**config.mk**
```make
export PLATFORM = sky130hd
export DESIGN_NAME = pulse_spacer_flat
export DESIGN_NICKNAME = d
export VERILOG_FILES = /design/src/rtl/ucie_sync_pkg.sv /design/src/rtl/pulse_spacer_if.sv /design/src/rtl/pulse_spacer_gap_cnt.sv /design/src/rtl/pulse_spacer.sv /design/src/flat_wrapper.sv
export SDC_FILE = /design/constraint.sdc
export NUM_CORES = 1
export LEC_CHECK = 0
export BUFFER_PORTS_ARGS = -buffer_cell sky130_fd_sc_hd__clkbuf_2
export CAP_MARGIN = 10
export CORE_ASPECT_RATIO = 1.4
export CORE_MARGIN = 2
export CORE_UTILIZATION = 35
export CTS_CLUSTER_SIZE = 12
export DETAILED_ROUTE_END_ITERATION = 8
export PLACE_DENSITY = 0.63
export SLEW_MARGIN = 20
export SYNTH_ARGS = -nofsm -noshare
export SYNTH_HDL_FRONTEND = slang
export SYNTH_SLANG_ARGS = --single-unit
```
**constraint.sdc**
```tcl
create_clock -name i_fast_clock -period 3.4 [get_ports i_fast_clock]
set_clock_uncertainty 0.05 [all_clocks]
set_input_delay 0.34 -clock i_fast_clock [delete_from_list [all_inputs] [get_ports i_fast_clock]]
set_output_delay 0.34 -clock i_fast_clock [all_outputs]
set_load 0.01 [all_outputs]
```
**src/rtl/ucie_sync_pkg.sv**
```systemverilog
// Shared types and constants for the fast-to-slow pulse sync path.
// Latency: n/a (package only).
// Backpressure: n/a (package only).
package ucie_sync_pkg;

    // Sequencing state shared by the sync-path front ends.
    typedef enum logic [1:0] {
        IDLE = 2'b00,
        EMIT = 2'b01,
        GAP  = 2'b10
    } sync_state_e;

    // Width of the optional saturating drop counter.
    localparam int DROP_CNT_W = 16;

    // A spacing below 2 would let two pulses sit on adjacent cycles.
    function automatic bit min_gap_legal(input int min_gap);
        return (min_gap >= 2);
    endfunction

endpackage

```
**src/rtl/pulse_spacer_if.sv**
```systemverilog
// Event/flush inputs and spaced-pulse status outputs of pulse_spacer.
// Latency: n/a (wires only).
// Backpressure: none; events arrive at any rate, excess is counted as overflow.
//
// master : event source (drives i_event/i_flush, observes status)
// slave  : pulse_spacer
// o_drop_cnt exists only when PULSE_SPACER_STATS_EN is defined.
interface pulse_spacer_if #(
    parameter int CNT_W = 4
) ();
    import ucie_sync_pkg::*;

    logic             i_event;
    logic             i_flush;
    logic             o_fast_pulse;
    logic [CNT_W-1:0] o_pending;
    logic             o_busy;
    logic             o_overflow;
`ifdef PULSE_SPACER_STATS_EN
    logic [DROP_CNT_W-1:0] o_drop_cnt;

    modport master (
        output i_event, i_flush,
        input  o_fast_pulse, o_pending, o_busy, o_overflow, o_drop_cnt
    );
    modport slave (
        input  i_event, i_flush,
        output o_fast_pulse, o_pending, o_busy, o_overflow, o_drop_cnt
    );
`else
    modport master (
        output i_event, i_flush,
        input  o_fast_pulse, o_pending, o_busy, o_overflow
    );
    modport slave (
        input  i_event, i_flush,
        output o_fast_pulse, o_pending, o_busy, o_overflow
    );
`endif
endinterface

```
**src/rtl/pulse_spacer_gap_cnt.sv**
```systemverilog
// Loadable down-counter that flags its terminal count (zero).
// Latency: load takes effect on the next edge; tc is combinational from the count.
// Backpressure: none; en simply holds the count when low.
//
// Ports: i_fast_clock/i_fast_rst_n clock and async active-low reset,
//        load/load_val parallel load, en count enable, tc count == 0.
module pulse_spacer_gap_cnt #(
    parameter int W = 3
) (
    input  logic         i_fast_clock,
    input  logic         i_fast_rst_n,
    input  logic         load,
    input  logic [W-1:0] load_val,
    input  logic         en,
    output logic         tc
);
    logic [W-1:0] cnt_q;

    always_ff @(posedge i_fast_clock or negedge i_fast_rst_n) begin
        if (!i_fast_rst_n) begin
            cnt_q <= '0;
        end else if (load) begin
            cnt_q <= load_val;
        end else if (en && (cnt_q != '0)) begin
            cnt_q <= cnt_q - 1'b1;
        end
    end

    assign tc = (cnt_q == '0);

endmodule

```
**src/rtl/pulse_spacer.sv**
```systemverilog
// Counts incoming event pulses and re-emits them one at a time, MIN_GAP cycles apart.
// Latency: event at edge k from idle -> o_fast_pulse high in the cycle after edge k+1.
// Backpressure: none; backlog saturates at 2^CNT_W-1, extra events set sticky o_overflow.
//
// Ports: i_fast_clock, i_fast_rst_n (async, active-low), bus (pulse_spacer_if.slave):
//        i_event, i_flush in; o_fast_pulse, o_pending, o_busy, o_overflow out.
// Optional: PULSE_SPACER_STATS_EN adds bus.o_drop_cnt (saturating count of dropped events).
module pulse_spacer
    import ucie_sync_pkg::*;
#(
    parameter int MIN_GAP = 8,
    parameter int CNT_W   = 4
) (
    input  logic           i_fast_clock,
    input  logic           i_fast_rst_n,
    pulse_spacer_if.slave  bus
);
    if (!min_gap_legal(MIN_GAP) || (CNT_W < 1)) begin : g_param_err
        $fatal(1, "pulse_spacer: MIN_GAP must be >= 2 and CNT_W >= 1");
    end

    // The GAP state lasts MIN_GAP-1 cycles: the counter is loaded with MIN_GAP-2
    // and GAP ends on the cycle it reads zero.
    localparam int                 GAP_W    = (MIN_GAP > 2) ? $clog2(MIN_GAP - 1) : 1;
    localparam logic [GAP_W-1:0]   GAP_LOAD = GAP_W'(MIN_GAP - 2);
    localparam logic [CNT_W-1:0]   PEND_MAX = '1;

    sync_state_e       state_q;
    logic [CNT_W-1:0]  pend_q;
    logic [CNT_W-1:0]  pend_d;
    logic              ovf_q;
    logic              ovf_d;
    logic              pulse_q;
    logic              busy_q;
    logic              gap_tc;
    logic              inc;
    logic              dec;
    logic              drop;
    logic              go_emit;
    logic              stay_busy;

    pulse_spacer_gap_cnt #(
        .W(GAP_W)
    ) u_gap_cnt (
        .i_fast_clock (i_fast_clock),
        .i_fast_rst_n (i_fast_rst_n),
        .load         (state_q == EMIT),
        .load_val     (GAP_LOAD),
        .en           (state_q == GAP),
        .tc           (gap_tc)
    );

    // Pending-event counter. Flush wins over everything, and a flushed event
    // is discarded rather than treated as an overflow.
    always_comb begin
        inc    = bus.i_event && !bus.i_flush;
        dec    = (state_q == EMIT) && (pend_q != '0);
        drop   = inc && !dec && (pend_q == PEND_MAX);
        pend_d = pend_q;
        ovf_d  = ovf_q;
        if (bus.i_flush) begin
            pend_d = '0;
            ovf_d  = 1'b0;
        end else begin
            if (inc && !dec && !drop) begin
                pend_d = pend_q + 1'b1;
            end else if (dec && !inc) begin
                pend_d = pend_q - 1'b1;
            end
            if (drop) begin
                ovf_d = 1'b1;
            end
        end
    end

    always_ff @(posedge i_fast_clock or negedge i_fast_rst_n) begin
        if (!i_fast_rst_n) begin
            pend_q <= '0;
            ovf_q  <= 1'b0;
        end else begin
            pend_q <= pend_d;
            ovf_q  <= ovf_d;
        end
    end

    // From IDLE the registered count decides (adds one cycle of latency); at
    // the end of a gap the count including this cycle's event decides, which
    // keeps back-to-back pulses exactly MIN_GAP apart.
    always_comb begin
        go_emit   = ((state_q == IDLE) && (pend_q != '0) && !bus.i_flush) ||
                    ((state_q == GAP) && gap_tc && (pend_d != '0));
        stay_busy = (state_q == EMIT) || ((state_q == GAP) && !gap_tc);
    end

    always_ff @(posedge i_fast_clock or negedge i_fast_rst_n) begin
        if (!i_fast_rst_n) begin
            state_q <= IDLE;
            pulse_q <= 1'b0;
            busy_q  <= 1'b0;
        end else begin
            pulse_q <= go_emit;
            busy_q  <= go_emit || stay_busy || (pend_d != '0);
            case (state_q)
                IDLE: begin
                    if (go_emit) begin
                        state_q <= EMIT;
                    end
                end
                EMIT: begin
                    state_q <= GAP;
                end
                GAP: begin
                    if (gap_tc) begin
                        state_q <= go_emit ? EMIT : IDLE;
                    end
                end
                default: begin
                    state_q <= IDLE;
                end
            endcase
        end
    end

    assign bus.o_fast_pulse = pulse_q;
    assign bus.o_pending    = pend_q;
    assign bus.o_busy       = busy_q;
    assign bus.o_overflow   = ovf_q;

`ifdef PULSE_SPACER_STATS_EN
    logic [DROP_CNT_W-1:0] drop_cnt_q;

    always_ff @(posedge i_fast_clock or negedge i_fast_rst_n) begin
        if (!i_fast_rst_n) begin
            drop_cnt_q <= '0;
        end else if (bus.i_flush) begin
            drop_cnt_q <= '0;
        end else if (drop && (drop_cnt_q != '1)) begin
            drop_cnt_q <= drop_cnt_q + 1'b1;
        end
    end

    assign bus.o_drop_cnt = drop_cnt_q;
`endif

endmodule

```
**src/flat_wrapper.sv**
```systemverilog
// flat-port wrapper written by rule: the top's interface ports become plain ports
module pulse_spacer_flat import ucie_sync_pkg::*;
#(
    parameter int MIN_GAP = 8,
    parameter int CNT_W   = 4
)
  (i_fast_clock, i_fast_rst_n, bus_i_event, bus_i_flush, bus_o_fast_pulse, bus_o_pending, bus_o_busy, bus_o_overflow);
  pulse_spacer_if #(.CNT_W(CNT_W)) bus_i ();
  input  logic i_fast_clock;
  input  logic i_fast_rst_n;
  input wire logic [$bits(bus_i.i_event)-1:0] bus_i_event;
  input wire logic [$bits(bus_i.i_flush)-1:0] bus_i_flush;
  output wire logic [$bits(bus_i.o_fast_pulse)-1:0] bus_o_fast_pulse;
  output wire logic [$bits(bus_i.o_pending)-1:0] bus_o_pending;
  output wire logic [$bits(bus_i.o_busy)-1:0] bus_o_busy;
  output wire logic [$bits(bus_i.o_overflow)-1:0] bus_o_overflow;
  assign bus_i.i_event = bus_i_event;
  assign bus_i.i_flush = bus_i_flush;
  assign bus_o_fast_pulse = bus_i.o_fast_pulse;
  assign bus_o_pending = bus_i.o_pending;
  assign bus_o_busy = bus_i.o_busy;
  assign bus_o_overflow = bus_i.o_overflow;
  pulse_spacer #(.MIN_GAP(MIN_GAP), .CNT_W(CNT_W)) u_core (.i_fast_clock(i_fast_clock), .i_fast_rst_n(i_fast_rst_n), .bus(bus_i));
endmodule
```
; ---- Word-level counts from Yosys, hierarchy flattened
; Cells that the tools add are included.
[op_classes]
addsub = 3
n_eq_ne = 5
n_mux = 11
reduce_logical = 29
[ops]
columns = cell, n
row1 = logical AND 1 bit, 12
row2 = 2-to-1 mux 4 bit, 3
row3 = nonzero test 4 bit, 2
row4 = 2-to-1 mux 3 bit, 2
row5 = one-hot mux 2 bit (3 select lines), 1
row6 = zero test 1 bit, 5
row7 = adder 4 x 1 -> 4 bit (second input constant), 1
row8 = == test 4 bit (second input constant), 1
row9 = logical OR 1 bit, 4
row10 = 2-to-1 mux 2 bit, 2
row11 = inequality test 2 x 1 -> 1 bit (second input constant), 2
row12 = nonzero test 2 bit, 2
row13 = subtractor 4 x 1 -> 4 bit (second input constant), 1
row14 = zero test 3 bit, 1
row15 = 2-to-1 mux 1 bit, 3
row16 = nonzero test 3 bit, 1
row17 = subtractor 3 x 1 -> 3 bit (second input constant), 1
row18 = == test 2 x 1 -> 1 bit (second input constant), 1
row19 = == test 2 bit (second input constant), 1
row20 = zero test 2 bit, 1
row21 = AND reduction 2 bit, 1
[totals]
regBits = 12
out_inout_bits = 7
wordCells = 54

; ---- Longest topological paths before layout
; Gate-level depths: netlist (run 1).
[depth]
word_depth = 15
ltp_mapped = 8
depth_no_buf = 8

; ---- Cells and area by module
; From an unflattened synthesis (run 1), not the netlist that was laid out.
[hier_totals]
hier_cells = 80
hier_area_um2 = 778.2
[modules_own_cells]
columns = mod, instances, cells_each, area_each_um2, seq_area_each_um2
row1 = pulse_spacer, 1, 61, 588.1, 225.2
row2 = pulse_spacer_gap_cnt, 1, 19, 190.2, 75.1

; ---- Least setup slack after synthesis (run 1)
; OpenSTA, ideal clock, no wires.
[synth_path]
kind = register to register
startpoint = register u_core.pend_q[0], in the netlist u_core.bus.o_pending[0]
endpoint = register u_core.busy_q, in the netlist u_core.bus.o_busy
setup_time_ps = 131
arrival_ps = 2082
setup_slack_ps = 1137
stages_incl_launch_ff = 9
n_path_buf = 0
period_less_slack_ps = 2263
cell_sequence = dfrtp_1 -> inv_1 -> ha_1 -> nor3b_4 -> nor3_4 -> mux2i_1 -> mux2i_1 -> o2111ai_1 -> or3_1
[synth_between]
elab_chain_len = 14
elab_cells_between_ends = 21
cone_classes = 2 x add/sub / 1 x eq/ne / 3 x mux / 15 x reduce/logical
[synth_lines]
columns = element, line_no
row1 = start: declaration, pulse_spacer.sv:29  ; logic [CNT_W-1:0] pend_q;
row2 = start signal: assignment, pulse_spacer.sv:81  ; pend_q <= pend_d;
row3 = "parallel branches: the longest is 13 deep, another holds subtractor 4 x 1 -> 4 bit", --
row4 = logical OR 1 bit *, pulse_spacer.sv:102  ; busy_q <= go_emit || stay_busy || (pend_d != '0);
row5 = end signal: assignment, pulse_spacer.sv:102
row6 = end: declaration, pulse_spacer.sv:34  ; logic busy_q;
; Every way passes the cells marked *.
; A chain may end at the register's enable or synchronous reset.

; ---- Worst setup path after layout (run 1)
; Ends and elaborated chain as after synthesis.

==> impl_metrics.tcl, run 1 <==
set metrics [dict create \
    status "completed" \
    max-slew-margin-rel_pct 73.73 \
    grt_pass1_wl_um 2711 \
    yosys.area_share.xor_xnor_pct 1.144 \
    core_um2 2127 \
    htree_num_levels 1 \
    holdWs_ns 0.3159 \
    num_vias 638 \
    grt_antenna_before_repair 0 \
    die_area_um2 2583 \
    switching_share_pct 36.85 \
    critPathRequiredTime_ns 3.50 \
    drt_iter0_markers 13 \
    irDropWorstVdd_v 0.0003145 \
    grt_overflow 0 \
    clk_pin_slew_ns 0.07 \
    rsz0062_at_grt "false" \
    drv_cap 0 \
    port_buffers 10 \
    dpl.hpwl_um 1260 \
    ys_seq_area_share_pct 39.22 \
    internal_power_uw 346.6 \
    cts_tree "yes" \
    start_kind "flip-flop" \
    finalHoldViolations 0 \
    synth_edf_count 0 \
    end_kind "flip-flop" \
    path_common_cell "mux2i_1" \
    worst_r2r_path_depth 8 \
    diodes 0 \
    sequentialPowerShare_pct 40.9 \
    grtUsageTotal_pct 14.45 \
    period_minus_slack_ns 2.406 \
    pin_count 11 \
    synth_top_family_by_area "simple AND/OR/NAND/NOR gates" \
    synthAdderAreaFrac_pct 6.536 \
    cp_slowest_cell "dfrtp_1" \
    clock_path_buffers 2 \
    tightest_slew_ns 0.3905 \
    nFillCells 220 \
    grt_start_max_net_pins 13 \
    ys_warn_count 0 \
    whs_endpoint "u_core.bus.o_overflow$_DFFE_PN0P_" \
    initial_core_util_pct 36.00 \
    cp_max_fo 7 \
    rows 20 \
    fmax_mhz 415.6 \
    synth.top_cell.area_share_pct 39.22 \
    final_cell_mix "12 x dfrtp_1, 10 x clkbuf_2, 9 x inv_1, 6 x nand2_1, 5 x nor2_1" \
    drive_gt1_share_pct 20.21 \
    drc 0 \
    worst_path_largest_cell_delay_ns 0.45 \
    ys_ff_latch 12 \
    grt_pass1_vias 643 \
    wirelength_um 1572 \
    clk_latency_ns 0.27 \
    numCtsBuffers 3 \
    min-delay-path-class "in2reg" \
    ys_types 35 \
    power_density_nw_per_um2 629.3 \
    cp.arrival_ns 2.51 \
    setup_viol 0 \
    synthesis.area_um2 765.7 \
    synth-compound-area-share_pct 17.65 \
    r2r_end "u_core.bus.o_busy$_DFF_PN0_" \
    comb_power_share_pct 39.1 \
    reg2reg_from "u_core.bus.o_pending[0]$_DFF_PN0_" \
    dr.pass1.iters 4 \
    layout_commonest_cell "dfrtp_1" \
    hold_start "bus_i_flush" \
    die_h_um 59.35 \
    synth_fp_nets 91 \
    wl_per_cell_um 13.55 \
    synth_top_cell_by_area "dfrtp_1" \
    netlist_instances 83 \
    die_x_um 43.53 \
    synthTopCellsByArea "dfrtp_1 39%, ha_1 6.5%, inv_1 4.4%, mux2i_1 3.9%, nor2b_1 3.3%" \
    syn_avg_cell_area_um2 9.226 \
    synthMuxAreaShare_pct 3.922 \
    tns_ns 0 \
    syn2layout_area_growth_pct 13.89 \
    finalCritPeriodShare_pct 70.77 \
    cts_sinks 12 \
    nets 103 \
    regToRegSetupSlack_ns 0.99 \
    cp_cell_sequence "inv_1 -> ha_1 -> nor3b_4 -> nor3_4 -> mux2i_1 -> mux2i_1 -> o2111ai_1 -> or3_1" \
    ant_nets 0 \
    slew_violations 0 \
    path_class "reg2reg" \
    vias_per_cell 5.500 \
    synthFlopType "dfrtp_1" \
    cts_root_buffer "clkbuf_4" \
    ctsResizeCount 0 \
    p_leak_nw 0.4303 \
    min_path_cells 2 \
    switchingPower_uw 202.2 \
    synth_simple_gate_area_share_pct 24.35 \
    finalWeightedCongestion 0.8780 \
    async_reset_ff_share_pct 100.0 \
    p_clk_share_pct 20.0 \
]
cell usage after synthesis, drive strengths merged (2+ instances only):
cell type,n
buf,2
nor2,5
o21ai,4
a22oi,2
a21oi,2
nand2b,2
nand2,6
nor2b,4
dfrtp,12
inv,10
a31oi,2
mux2i,3
clkbuf,2
nor4,2
a31o,2
nand3,2
ha,4
final cells by class:
cell class	instances	area, µm²	area share [%]
well taps	22	27.53	3.156
repair buffers	11	60.06	6.887
clock buffers	4	36.28	4.161
flip-flops and latches	12	300.3	34.43
multi-input cells	57	410.4	47.06
inverters	10	37.54	4.304
timing repair:
action / CTS / global route
buffers inserted: 0 / 0
hold endpoints to repair: 12 / 0
hold buffers: 1 / 0
registers in the layout, indices dropped and copies added, names as in the netlist:
signal	flops
u_core.bus.o_overflow	1
u_core.bus.o_busy	1
u_core.u_gap_cnt.cnt_q	3
u_core.state_q	2
u_core.bus.o_fast_pulse	1
u_core.bus.o_pending	4
stage by stage:
step           util, %  total power, mW  cell area [µm²]  cells  setup slack (ns)
2_1_floorplan        -           0.3871            765.7     83             1.137
3_3_place_gp     38.82           0.4394            825.8    111             1.042
3_5_place_dp     38.82           0.4407            825.8    111            0.9841
4_1_cts          41.00           0.5560            872.1    116            0.9666
5_1_grt          41.00           0.5910            872.1    116            0.8150
6_report         41.00           0.5488            872.1    116            0.9938
layer usage:
| metal | share of wire (%) | GRT usage [%] |
|---|---|---|
| met1 | 43 | 15.80 |
| met2 | 53 | 25.59 |
| met3 | 3.7 | 3.354 |
| met4 | 0.89 | 7.359 |
| met5 | 0 | 0 |
power groups by stage:
stage,combinational (mW),clock [mW],sequential [mW]
after global placement,0.212,0,0.227
after floorplan,0.176,0,0.211
after global routing,0.240,0.121,0.230
final,0.214,0.110,0.224
after detailed placement,0.213,0,0.227
after CTS,0.217,0.115,0.225
worst max path at each step:
stage                                            startpoint                           to  cells after the start
after floorplan           u_core.bus.o_pending[0]$_DFF_PN0_  u_core.bus.o_busy$_DFF_PN0_                      8
after global placement    u_core.bus.o_pending[0]$_DFF_PN0_  u_core.bus.o_busy$_DFF_PN0_                      8
after detailed placement  u_core.bus.o_pending[0]$_DFF_PN0_  u_core.bus.o_busy$_DFF_PN0_                      8
after CTS                 u_core.bus.o_pending[0]$_DFF_PN0_  u_core.bus.o_busy$_DFF_PN0_                      8
after global routing      u_core.bus.o_pending[0]$_DFF_PN0_  u_core.bus.o_busy$_DFF_PN0_                      8
final                     u_core.bus.o_pending[0]$_DFF_PN0_  u_core.bus.o_busy$_DFF_PN0_                      8
worst max-delay path, delay by kind of cell, from the launching register on:
kind                     cells  cell delay [ns]
flip-flops                   1             0.45
multiplexers                 2             0.51
AND/OR/NAND/NOR              3             0.80
AO/OA/AOI/OAI                1             0.18
adder cells (fa/ha/maj)      1             0.22
buffers and inverters        1             0.07
cells by family after synthesis:
logic type / after synthesis
simple gates: 30
buf+inv: 14
fa+ha+maj: 4
compound gates: 19
xor+xnor: 1
mux: 3
flops: 12
Power figures use the tool's default switching activity.
==> run 2, diff against run 1 <==
--- a/config.mk
+++ b/config.mk
@@ -5,6 +5,7 @@
 export SDC_FILE = /design/constraint.sdc
 export NUM_CORES = 1
 export LEC_CHECK = 0
+export ABC_AREA = 1
 export BUFFER_PORTS_ARGS = -buffer_cell sky130_fd_sc_hd__clkbuf_2
 export CAP_MARGIN = 10
 export CORE_ASPECT_RATIO = 1.4
@@ -12,7 +13,7 @@
 export CORE_UTILIZATION = 35
 export CTS_CLUSTER_SIZE = 12
 export DETAILED_ROUTE_END_ITERATION = 8
-export PLACE_DENSITY = 0.63
+export PLACE_DENSITY = 0.65
 export SLEW_MARGIN = 20
 export SYNTH_ARGS = -nofsm -noshare
 export SYNTH_HDL_FRONTEND = slang
==> constraint.sdc (replaced) <==
create_clock -name i_fast_clock -period 2 [get_ports i_fast_clock]
set_clock_uncertainty 0.05 [all_clocks]
set_input_delay 0.2 -clock i_fast_clock [delete_from_list [all_inputs] [get_ports i_fast_clock]]
set_output_delay 0.2 -clock i_fast_clock [all_outputs]
set_load 0.01 [all_outputs]
==> run 2 against run 1 <==
First-iteration DRC count is 23% higher. Power up 80%. Synthesized cell count increased by 23%. Worst setup slack worse by 0.77 ns. Via count rose by 2.8%. Largest cell class unchanged. Largest power group is now combinational logic. Highest routed layer unchanged.
==> impl_metrics.tcl, run 2 <==
set metrics [dict create \
    ys_ff_latch 12 \
    initial_core_util_pct 37.61 \
    tns_ns 0 \
    reg2reg_from "u_core.bus.o_pending[0]$_DFF_PN0_" \
    ys_warn_count 0 \
    grt_start_max_net_pins 13 \
    grt_pass1_wl_um 2732 \
    irDropWorstVdd_v 0.0005640 \
    power_density_nw_per_um2 1066 \
    rows 20 \
    ys_seq_area_share_pct 36.25 \
    netlist_instances 102 \
    path_class "reg2reg" \
    p_leak_nw 0.5313 \
    stdcell_count 137 \
    synthesis.area_um2 828.3 \
    nets 125 \
    critPathRequiredTime_ns 2.10 \
    finalWeightedCongestion 0.8796 \
    power.total_uw 988.7 \
    cts_tree "yes" \
    pin_count 11 \
    seq_area_um2 300.3 \
    layout_commonest_cell "nand2_1" \
    max-slew-margin-rel_pct 78.11 \
    fmax_mhz 563.3 \
    largest_reg_flops 4 \
    cp.arrival_ns 1.88 \
    synth_edf_count 0 \
    synthFlopType "dfrtp_1" \
    status "completed" \
    cp_slowest_cell "dfrtp_1" \
    port_buffers 10 \
    route.met2.wl_um 746 \
    vias_per_cell 4.788 \
    synthTopCellsByArea "dfrtp_1 36%, nand2_1 13%, inv_1 7.7%, ha_1 6.0%, nand3_2 6.0%" \
    dr.pass1.iters 4 \
    path_common_cell "nand2_1" \
    grtUsageTotal_pct 13.68 \
    cp_max_fo 5 \
    grt_pass1_vias 670 \
    holdWs_ns 0.2005 \
    slew_violations 0 \
    synth_fp_nets 110 \
    cts_sinks 12 \
    synth.most_common_cell "nand2_1" \
    drc 0 \
    syn2layout_area_growth_pct 11.93 \
    clk_latency_ns 0.27 \
    startpoint "u_core.bus.o_pending[0]$_DFF_PN0_" \
    worst_path_largest_cell_delay_ns 0.43 \
    r2r_end "u_core.state_q[0]$_DFFE_PN0P_" \
    setup_viol 0 \
    die_x_um 45.12 \
    synth_commonest_cells "28 x nand2_1, 17 x inv_1, 12 x dfrtp_1" \
    core_um2 2202 \
    wirelength_um 1429 \
    start_kind "flip-flop" \
    clock_path_buffers 2 \
    cts_root_buffer "clkbuf_4" \
    htree_num_levels 1 \
    min-delay-path-class "in2reg" \
    ant_nets 0 \
    cp_cell_sequence "inv_1 -> ha_1 -> nand2_4 -> nand2_4 -> nor2_4 -> nand2_1 -> nand2_1 -> nand2_1 -> nand3_2 -> nand2_2 -> o21bai_2 -> nand2_1" \
    multiInputGateArea_um2 437.9 \
    wl_met3_um 61 \
    drt_iter0_markers 16 \
    num_vias 656 \
    wl_per_cell_um 10.43 \
    clk_pin_slew_ns 0.07 \
    post-route-util_pct 42.10 \
    drt-met1-wl_um 572 \
    diodes 0 \
    die_h_um 61.56 \
    worst_r2r_path_depth 12 \
    grt_antenna_before_repair 0 \
    place_inst 133 \
    top_layer "met4" \
    dpl.hpwl_um 1170 \
    period_minus_slack_ns 1.775 \
    cp-endpoint "u_core.state_q[0]$_DFFE_PN0P_" \
    finalCritPeriodShare_pct 88.77 \
    end_kind "flip-flop" \
    numCtsBuffers 3 \
    drive_gt1_share_pct 27.83 \
    async_reset_ff_share_pct 100.0 \
    ys_types 22 \
    nFillCells 236 \
    rsz0062_at_grt "false" \
    regToRegSetupSlack_ns 0.22 \
    die_area_um2 2777 \
    synth.top_cell.area_share_pct 36.25 \
    synth_top_cell_by_area "dfrtp_1" \
    final_cell_mix "28 x nand2_1, 17 x inv_1, 12 x dfrtp_1, 10 x clkbuf_2, 6 x nand3_1" \
    drv_cap 0 \
    syn_avg_cell_area_um2 8.121 \
    grt_overflow 0 \
    tightest_slew_ns 0.3283 \
    finalHoldViolations 0 \
]
==> run 2: critical path: cells and delay by family, from the launching register on <==
kind	cells	cell delay, ns
simple gates	9	0.66
buf+inv	1	0.12
fa+ha+maj	1	0.27
flops	1	0.43
compound gates	1	0.12
==> run 2: worst min-delay path by stage <==
stage	cells past startpoint	endpoint	from	slack, ns
finish	4	u_core.bus.o_pending[3]$_DFF_PN0_	bus_i_flush	0.20
detailed placement	1	u_core.state_q[0]$_DFFE_PN0P_	i_fast_rst_n	0.05
global placement	1	u_core.state_q[0]$_DFFE_PN0P_	i_fast_rst_n	0.05
floorplan	0	u_core.bus.o_busy$_DFF_PN0_	i_fast_rst_n	-0.15
CTS	4	u_core.bus.o_pending[0]$_DFF_PN0_	bus_i_flush	0.19
global route	4	u_core.bus.o_pending[0]$_DFF_PN0_	bus_i_flush	0.22
==> run 2: area by class of cell <==
cell class | count | share of cell area, %
Multi-Input combinational cell | 68 | 47.23
Inverter | 21 | 8.502
Tap cell | 22 | 2.969
Clock buffer | 3 | 2.429
Timing Repair Buffer | 11 | 6.478
Sequential cell | 12 | 32.39
==> run 2: kinds of logic after synthesis <==
group	after synthesis	share of synthesized area (%)
buffers and inverters	22	10.88
adders and majority gates	4	6.043
xor gates and xnor gates	3	3.173
and+or+nand+nor	56	39.88
AOI/OAI and AO/OA	5	3.775
DFF	12	36.25
==> run 2: where the power goes <==
| group | leakage, nW | switching, mW | internal, mW | total, mW |
|---|---|---|---|---|
| clock network | 0.0138 | 0.0741 | 0.0696 | 0.144 |
| logic | 0.366 | 0.276 | 0.177 | 0.453 |
| registers | 0.151 | 0.0730 | 0.319 | 0.392 |
| total | 0.531 | 0.423 | 0.566 | 0.989 |
==> run 2: stage by stage <==
stage	worst slack (ns)	area, µm²
4_1_cts	0.2194	927.1
6_report	0.2247	927.1
3_3_place_gp	0.2564	894.6
5_1_grt	0.07555	927.1
3_5_place_dp	0.2258	894.6
2_1_floorplan	0.3709	828.3
==> run 2: metal layers <==
layer / track usage (%) / vias up
met5: 0 / -
met4: 10.08 / 0
met3: 1.760 / 6
met2: 22.24 / 16
met1: 16.24 / 296
li1: - / 338
==> run 2: repair_timing <==
item	4_1_cts	5_1_grt
setup buffers	0	0
gates resized for setup	0	0
endpoints found under the hold margin	12	0
hold buffers	1	0
